File: src/rtl/regfile_dump_reader_pkg.sv
// Shared CPU register-file constants and the dump reader state encoding.
package regfile_dump_reader_pkg;

  localparam int REG_ADDR_W = 5;
  localparam int DATA_W     = 32;
  localparam int NUM_REGS   = 32;
  localparam int HOLD_W     = 16;

  typedef enum logic [2:0] {
    ST_IDLE    = 3'd0,
    ST_FETCH   = 3'd1,
    ST_HOLD    = 3'd2,
    ST_PRESENT = 3'd3,
    ST_DONE    = 3'd4
  } dump_state_e;

endpackage

File: src/rtl/regfile_dump_reader_pacing.sv
// Generic pacing counter: clears on load, steps on count, flags a fixed terminal value.
module regfile_dump_reader_pacing #(
  parameter int             W        = 16,
  parameter logic [W-1:0]   TERMINAL = '0
) (
  input  logic clk_i,
  input  logic rst_i,
  input  logic load_i,
  input  logic count_i,
  output logic terminal_o
);

  logic [W-1:0] cnt_q;
  logic [W-1:0] cnt_d;

  always_comb begin
    cnt_d = cnt_q;
    if (load_i) begin
      cnt_d = '0;
    end else if (count_i) begin
      cnt_d = cnt_q + W'(1);
    end
  end

  always_ff @(posedge clk_i or posedge rst_i) begin
    if (rst_i) begin
      cnt_q <= '0;
    end else begin
      cnt_q <= cnt_d;
    end
  end

  assign terminal_o = (cnt_q == TERMINAL);

endmodule

File: src/rtl/regfile_dump_reader.sv
// Read-side register file dump sequencer: walks FIRST_REG..LAST_REG through an
// asynchronous read port, captures each value and presents it downstream.
module regfile_dump_reader
  import regfile_dump_reader_pkg::*;
#(
  parameter int FIRST_REG   = 0,
  parameter int LAST_REG    = 31,
  parameter int HOLD_CYCLES = 0,
  parameter int SKIP_ZERO   = 0
) (
  input  logic                  clk,
  input  logic                  reset,
  input  logic                  start,
  input  logic                  abort,
  output logic [REG_ADDR_W-1:0] rd_addr,
  input  logic [DATA_W-1:0]     rd_data,
  output logic                  out_valid,
  input  logic                  out_ready,
  output logic [REG_ADDR_W-1:0] out_index,
  output logic [DATA_W-1:0]     out_data,
  output logic                  busy,
  output logic                  done,
  output logic [2:0]            dbg_state
);

  localparam logic [REG_ADDR_W-1:0] FIRST_ADDR = REG_ADDR_W'(FIRST_REG);
  localparam logic [REG_ADDR_W-1:0] LAST_ADDR  = REG_ADDR_W'(LAST_REG);
  localparam logic [HOLD_W-1:0]     HOLD_LAST  =
    (HOLD_CYCLES == 0) ? '0 : HOLD_W'(HOLD_CYCLES - 1);

  dump_state_e           state_q, state_d;
  logic [REG_ADDR_W-1:0] addr_q, addr_d;
  logic [REG_ADDR_W-1:0] index_q, index_d;
  logic [DATA_W-1:0]     data_q, data_d;
  logic                  hold_load;
  logic                  hold_count;
  logic                  hold_term;

  regfile_dump_reader_pacing #(
    .W        (HOLD_W),
    .TERMINAL (HOLD_LAST)
  ) u_hold_cnt (
    .clk_i      (clk),
    .rst_i      (reset),
    .load_i     (hold_load),
    .count_i    (hold_count),
    .terminal_o (hold_term)
  );

  // Handshake: out_valid is high for the whole PRESENT state and out_index/out_data
  // are frozen there; a transfer happens on any edge with out_valid && out_ready
  // and no abort. The address only advances on a transfer or a skip, never past LAST_REG.
  always_comb begin
    state_d    = state_q;
    addr_d     = addr_q;
    index_d    = index_q;
    data_d     = data_q;
    hold_load  = 1'b0;
    hold_count = 1'b0;
    if (abort) begin
      state_d = ST_IDLE;
    end else begin
      unique case (state_q)
        ST_IDLE: begin
          if (start) begin
            state_d = ST_FETCH;
            addr_d  = FIRST_ADDR;
          end
        end
        ST_FETCH: begin
          index_d = addr_q;
          data_d  = rd_data;
          if ((SKIP_ZERO != 0) && (rd_data == '0)) begin
            if (addr_q == LAST_ADDR) begin
              state_d = ST_DONE;
            end else begin
              addr_d  = addr_q + REG_ADDR_W'(1);
              state_d = ST_FETCH;
            end
          end else if (HOLD_CYCLES == 0) begin
            state_d = ST_PRESENT;
          end else begin
            state_d   = ST_HOLD;
            hold_load = 1'b1;
          end
        end
        ST_HOLD: begin
          hold_count = 1'b1;
          if (hold_term) begin
            state_d = ST_PRESENT;
          end
        end
        ST_PRESENT: begin
          if (out_ready) begin
            if (addr_q == LAST_ADDR) begin
              state_d = ST_DONE;
            end else begin
              addr_d  = addr_q + REG_ADDR_W'(1);
              state_d = ST_FETCH;
            end
          end
        end
        ST_DONE: begin
          state_d = ST_IDLE;
        end
        default: begin
          state_d = ST_IDLE;
        end
      endcase
    end
  end

  always_ff @(posedge clk or posedge reset) begin
    if (reset) begin
      state_q <= ST_IDLE;
      addr_q  <= '0;
      index_q <= '0;
      data_q  <= '0;
    end else begin
      state_q <= state_d;
      addr_q  <= addr_d;
      index_q <= index_d;
      data_q  <= data_d;
    end
  end

  assign rd_addr   = addr_q;
  assign out_index = index_q;
  assign out_data  = data_q;
  assign out_valid = (state_q == ST_PRESENT);
  assign busy      = (state_q != ST_IDLE);
  assign done      = (state_q == ST_DONE);
  assign dbg_state = state_q;

endmodule
File: config.mk
export PLATFORM = sky130hd
export DESIGN_NAME = regfile_dump_reader
export DESIGN_NICKNAME = d
export VERILOG_FILES = /design/src/rtl/regfile_dump_reader_pkg.sv /design/src/rtl/regfile_dump_reader_pacing.sv /design/src/rtl/regfile_dump_reader.sv
export SDC_FILE = /design/constraint.sdc
export NUM_CORES = 1
export LEC_CHECK = 0
export ABC_AREA = 1
export CORE_ASPECT_RATIO = 0.5
export CORE_UTILIZATION = 47
export DETAILED_ROUTE_END_ITERATION = 8
export PLACE_DENSITY = 0.87
export RECOVER_POWER = 25
export REMOVE_ABC_BUFFERS = 1
export SLEW_MARGIN = 20
export SYNTH_ARGS = -nofsm -noshare
export SYNTH_HDL_FRONTEND = slang
export SYNTH_SLANG_ARGS = --single-unit
File: constraint.sdc
create_clock -name clk -period 2.63 [get_ports clk]
set_input_delay 0.526 -clock clk [delete_from_list [all_inputs] [get_ports clk]]
set_output_delay 0.526 -clock clk [all_outputs]
set_load 0.03 [all_outputs]
Word-level counts from Yosys, hierarchy flattened
Cells that the tools add are included.
{"block": "word_totals", "regBits": 61, "latchBits": 0, "ram_bits": 0, "mem_bits_ro": 0, "out_inout_bits": 48, "elab_cells": 38, "mem_count": 0}
{"block": "classes", "addsub": 2, "n_mul": 0, "div": 0, "magnitude_cmp": 0, "eq_ne": 11, "shifts": 0, "n_mux": 12, "bitwise": 1, "n_reduce_logical": 7}
{"op": "16-bit by 1-bit adder with 16-bit output (second input constant)", "count": 1}
{"op": "16-bit logical NOT", "count": 1}
{"op": "3-bit 2-to-1 mux", "count": 5}
{"op": "5-bit 2-to-1 mux", "count": 3}
{"op": "3-bit case mux with 4 select lines", "count": 1}
{"op": "5-bit case mux with 2 select lines", "count": 1}
{"op": "3-bit by 2-bit == test with 1-bit output (second input constant)", "count": 2}
{"op": "3-bit inequality test (second input constant)", "count": 2}
{"op": "5-bit by 1-bit adder with 5-bit output (second input constant)", "count": 1}
{"op": "5-bit == test (second input constant)", "count": 1}
{"op": "5-bit AND reduction", "count": 1}
{"op": "2-bit inequality test (second input constant)", "count": 2}
{"op": "3-bit by 1-bit == test with 1-bit output (second input constant)", "count": 1}
{"op": "3-bit == test (second input constant)", "count": 1}
{"op": "3-bit logical NOT", "count": 1}
{"op": "3-bit by 2-bit inequality test with 1-bit output (second input constant)", "count": 1}
{"op": "3-bit AND reduction", "count": 1}
{"op": "3-bit nonzero test", "count": 1}
{"op": "1-bit 2-to-1 mux", "count": 2}
{"op": "2-bit by 1-bit inequality test with 1-bit output (second input constant)", "count": 1}
{"op": "2-bit AND reduction", "count": 1}
{"op": "2-bit nonzero test", "count": 1}
{"op": "1-bit inverter", "count": 1}

Depth between registers and ports, before layout
{"block": "logic_depth", "ltp_word": 5, "ltp_mapped": 10}

By module
From an unflattened synthesis, not the netlist that was laid out.
{"block": "hier_totals", "hier_cells": 370, "hier_area_um2": 3145.5}
{"mod": "regfile_dump_reader", "instances": 1, "cells_per_inst": 237, "area_each_um2": 2154.6, "seq_area_each_um2": 1126.1}
{"mod": "regfile_dump_reader_pacing", "instances": 1, "cells_per_inst": 133, "area_each_um2": 991.0, "seq_area_each_um2": 400.4}

Least setup slack after synthesis
OpenSTA, ideal clock, no wires.
{"block": "synth_path", "path_type": "register -> output", "startpoint": "reg state_q[0], in the netlist dbg_state[0]", "endpoint": "out done", "arrival_time_ns": 1.196, "required_ns": 2.104, "setup_slack_ns": 0.908, "stages_incl_launch_ff": 4, "path_cell_list": "dfrtp_1 -> inv_1 -> nand2_1 -> nor2_1"}
{"block": "synth_via", "elab_chain_cells": 1}
{"item": "from (decl)", "line": "regfile_dump_reader.sv:31", "text": "dump_state_e state_q, state_d;"}
{"item": "from (signal assigned)", "line": "regfile_dump_reader.sv:120", "text": "state_q <= state_d;"}
{"item": "3-bit == test", "line": "regfile_dump_reader.sv:132", "text": "assign done = (state_q == ST_DONE);"}
{"item": "to (decl)", "line": "regfile_dump_reader.sv:22", "text": "output logic done,"}
No other way between the ends.

Worst setup path in the final report
{"block": "layout_path", "startpoint": "reg state_q[1], in the netlist dbg_state[1]", "endpoint": "out busy"}
{"block": "layout_via", "elab_chain_cells": 1}
{"item": "3-bit nonzero test", "line": "regfile_dump_reader.sv:131", "text": "assign busy = (state_q != ST_IDLE);"}
{"item": "to (decl)", "line": "regfile_dump_reader.sv:21", "text": "output logic busy,"}
No other way between the ends.

==> impl_metrics.json <==
{
  "multi_input_area_mm2": 0.00118,
  "netlist_instances": 283,
  "postCtsSetupBuffers": 0,
  "maxSlewViolCount": 0,
  "hold_class": "flip-flop to flip-flop",
  "yosysTopAreaCell": "dfrtp_1",
  "io_pins": 85,
  "numPortBuffers": 84,
  "htreeDepth": 3,
  "syn2layout_area_growth_pct": 42.6,
  "vias": 2308,
  "rr_endpoint": "rd_addr[4]",
  "synth.avg_cell_area_um2": 10.2,
  "die_x_um": 113,
  "rsz0062_at_grt": "false",
  "dp_cells": 438,
  "setup_viol": 0,
  "ys_ff_latch": 61,
  "slew_headroom": 0.00665,
  "synth_common_cells": "nand2_1 (70), dfrtp_1 (61), mux2_2 (31)",
  "grt_pass1_wl_um": 11600,
  "final_hold_viol_count": 0,
  "wirelength_um": 6960,
  "initialDrtViolationCount": 120,
  "cts_hold_buf": 0,
  "cap_violations": 1,
  "synth_edf_count": 0,
  "core_area_mm2": 0.00568,
  "synth_area_leaders": "dfrtp_1 (53%), mux2_2 (12%), nand2_1 (9.1%), nor2_1 (3.8%), inv_1 (3.5%)",
  "status": "finished with violations",
  "reg2reg_slack_ns": 0.87,
  "failed_checks": "capacitance limit",
  "r2r-start": "rd_addr[0]",
  "cp_max_fo": 5,
  "die-area_mm2": 0.00645,
  "seq_area_frac_synth": 0.531,
  "drc": 0,
  "place_congestion": 0.887,
  "clockBufferDepth": 2,
  "antenna_found_initial": 0,
  "cts_buffers": 9,
  "ff_latch_area_mm2": 0.00153,
  "setup_tns_ns": 0,
  "avgRoutedWirePerCell_um": 15.3,
  "grt_max_degree": 62,
  "max_freq_mhz": 423,
  "synth.distinct_cells": 23,
  "async_flop_share": 1.00,
  "layout_min_cycle_time_ns": 2.37,
  "grt_remaining_overflow": 0,
  "crit_path_end_kind": "output pin",
  "nets": 417,
  "path_clk_slew_ns": 0.05,
  "clock_skew_ns": 0.00403,
  "leakagePower_nw": 1.85,
  "num_rows": 19,
  "hold_depth": 2,
  "required_ns": 2.10,
  "synth_area_mm2": 0.00288,
  "initial_utilization": 0.506,
  "synth.most_common_cell": "nand2_1",
  "p_per_area_mw_per_mm2": 1150,
  "arrival_ns": 1.84,
  "clk_latency_ns": 0.33,
  "start_kind": "flip-flop",
  "root_buffer": "clkbuf_16",
  "hpwlAfterDp_um": 4610,
  "hp-start": "out_index[3]",
  "ant_nets": 0,
  "cts_tree": "done",
  "stdcell_count": 454,
  "irDropWorstVdd_mv": 0.463,
  "drive_gt1_frac": 0.171,
  "die_y_um": 57.3,
  "tightest_slew_ns": 1.49,
  "fin_crit_sh": 0.900,
  "holdPathEnd": "out_index[3]",
  "grt_usage": 0.243,
  "crit_type": "flip-flop to output pin",
  "yosysWarnings": 0,
  "post_cts_resized": 0,
  "reg2reg_depth": 10,
  "yosysTopAreaCellShare": 0.531,
  "fillCellCount": 387,
  "vias_per_cell": 5.08,
  "dr.pass1.iters": 6,
  "diodes": 0,
  "synthFlopType": "dfrtp_1",
  "clkSinkCount": 61,
  "grt_pass1_vias": 2460
}
## per-stage QoR
step                      utilization  area [µm²]  hold WS [ns]  setup slack, ns  power, W
after floorplan                     -        2820         0.483            0.591   0.00260
after global placement          0.665        3780         0.475            0.463   0.00334
after detailed placement        0.665        3780         0.485            0.391   0.00342
after CTS                       0.724        4120         0.505            0.266   0.00475
after global routing            0.722        4100         0.528            0.152   0.00492
final                           0.722        4100         0.503            0.264   0.00473
## state kept, by name (all words and copies together), names as in the netlist
register	flops
out_index	5
u_hold_cnt.cnt_q	16
out_data	32
dbg_state	3
rd_addr	5
## routing by layer
layer	up-vias	GRT usage	part of all wire
li1	1089	-	-
met1	1105	0.251	0.39
met2	97	0.459	0.54
met3	17	0.0712	0.052
met4	0	0.122	0.024
met5	-	0	0
## worst max path at each step
stage	startpoint	endpoint	slack, ns	depth (start not counted)
floorplan	reset	dbg_state[0]	0.59	1
global placement	abort	out_data[29]	0.46	5
detailed placement	abort	out_data[7]	0.39	5
CTS	dbg_state[1]	out_valid	0.27	3
global route	dbg_state[0]	busy	0.15	5
finish	dbg_state[1]	busy	0.26	5
## critical path, cell delays in order (launching register included)
cell             delay, ns
dfrtp_1               0.45
inv_1                 0.13
nand2_1               0.12
nor2_1                0.06
inv_1                 0.08
clkdlybuf4s50_1       0.67
## cells by family (layout without fill, tap and decap cells)
kind of cell,Yosys count,in the layout,synth area share
multiplexers,34,34,0.137
XOR/XNOR,10,10,0.0305
adder cells (fa/ha/maj),4,4,0.0174
AND/OR/NAND/NOR,130,130,0.208
flip-flops,61,61,0.531
AO/OA/AOI/OAI,11,11,0.0191
buffers and inverters,33,131,0.0570
## power breakdown
group	internal [W]	total (W)	switching [W]
sequential	0.00126	0.00148	0.000220
combinational	0.000862	0.00194	0.00108
clock	0.000880	0.00130	0.000420
## layout make-up
cell class,count,share of cell area
repair buffers,86,0.208
clock inverters,5,0.0201
inverters,29,0.0265
flip-flops and latches,61,0.372
multi-input cells,189,0.289
well taps,73,0.0223
clock buffers,11,0.0616
## placed cells by master, fill, tap and decap left out, types with 3 or more instances in the layout
cell type,synthesis,layout
nand3_1,14,14
ha_1,4,4
inv_1,27,26
clkdlybuf4s50_1,0,83
clkbuf_16,0,9
clkinvlp_4,0,3
nor3_1,3,3
mux2_4,3,3
nor2_1,29,29
mux2_2,31,31
xor2_1,8,8
dfrtp_1,61,61
o21ai_0,8,8
nor2_4,5,5
nand2_1,70,70
(Power assumes the default switching activity.)
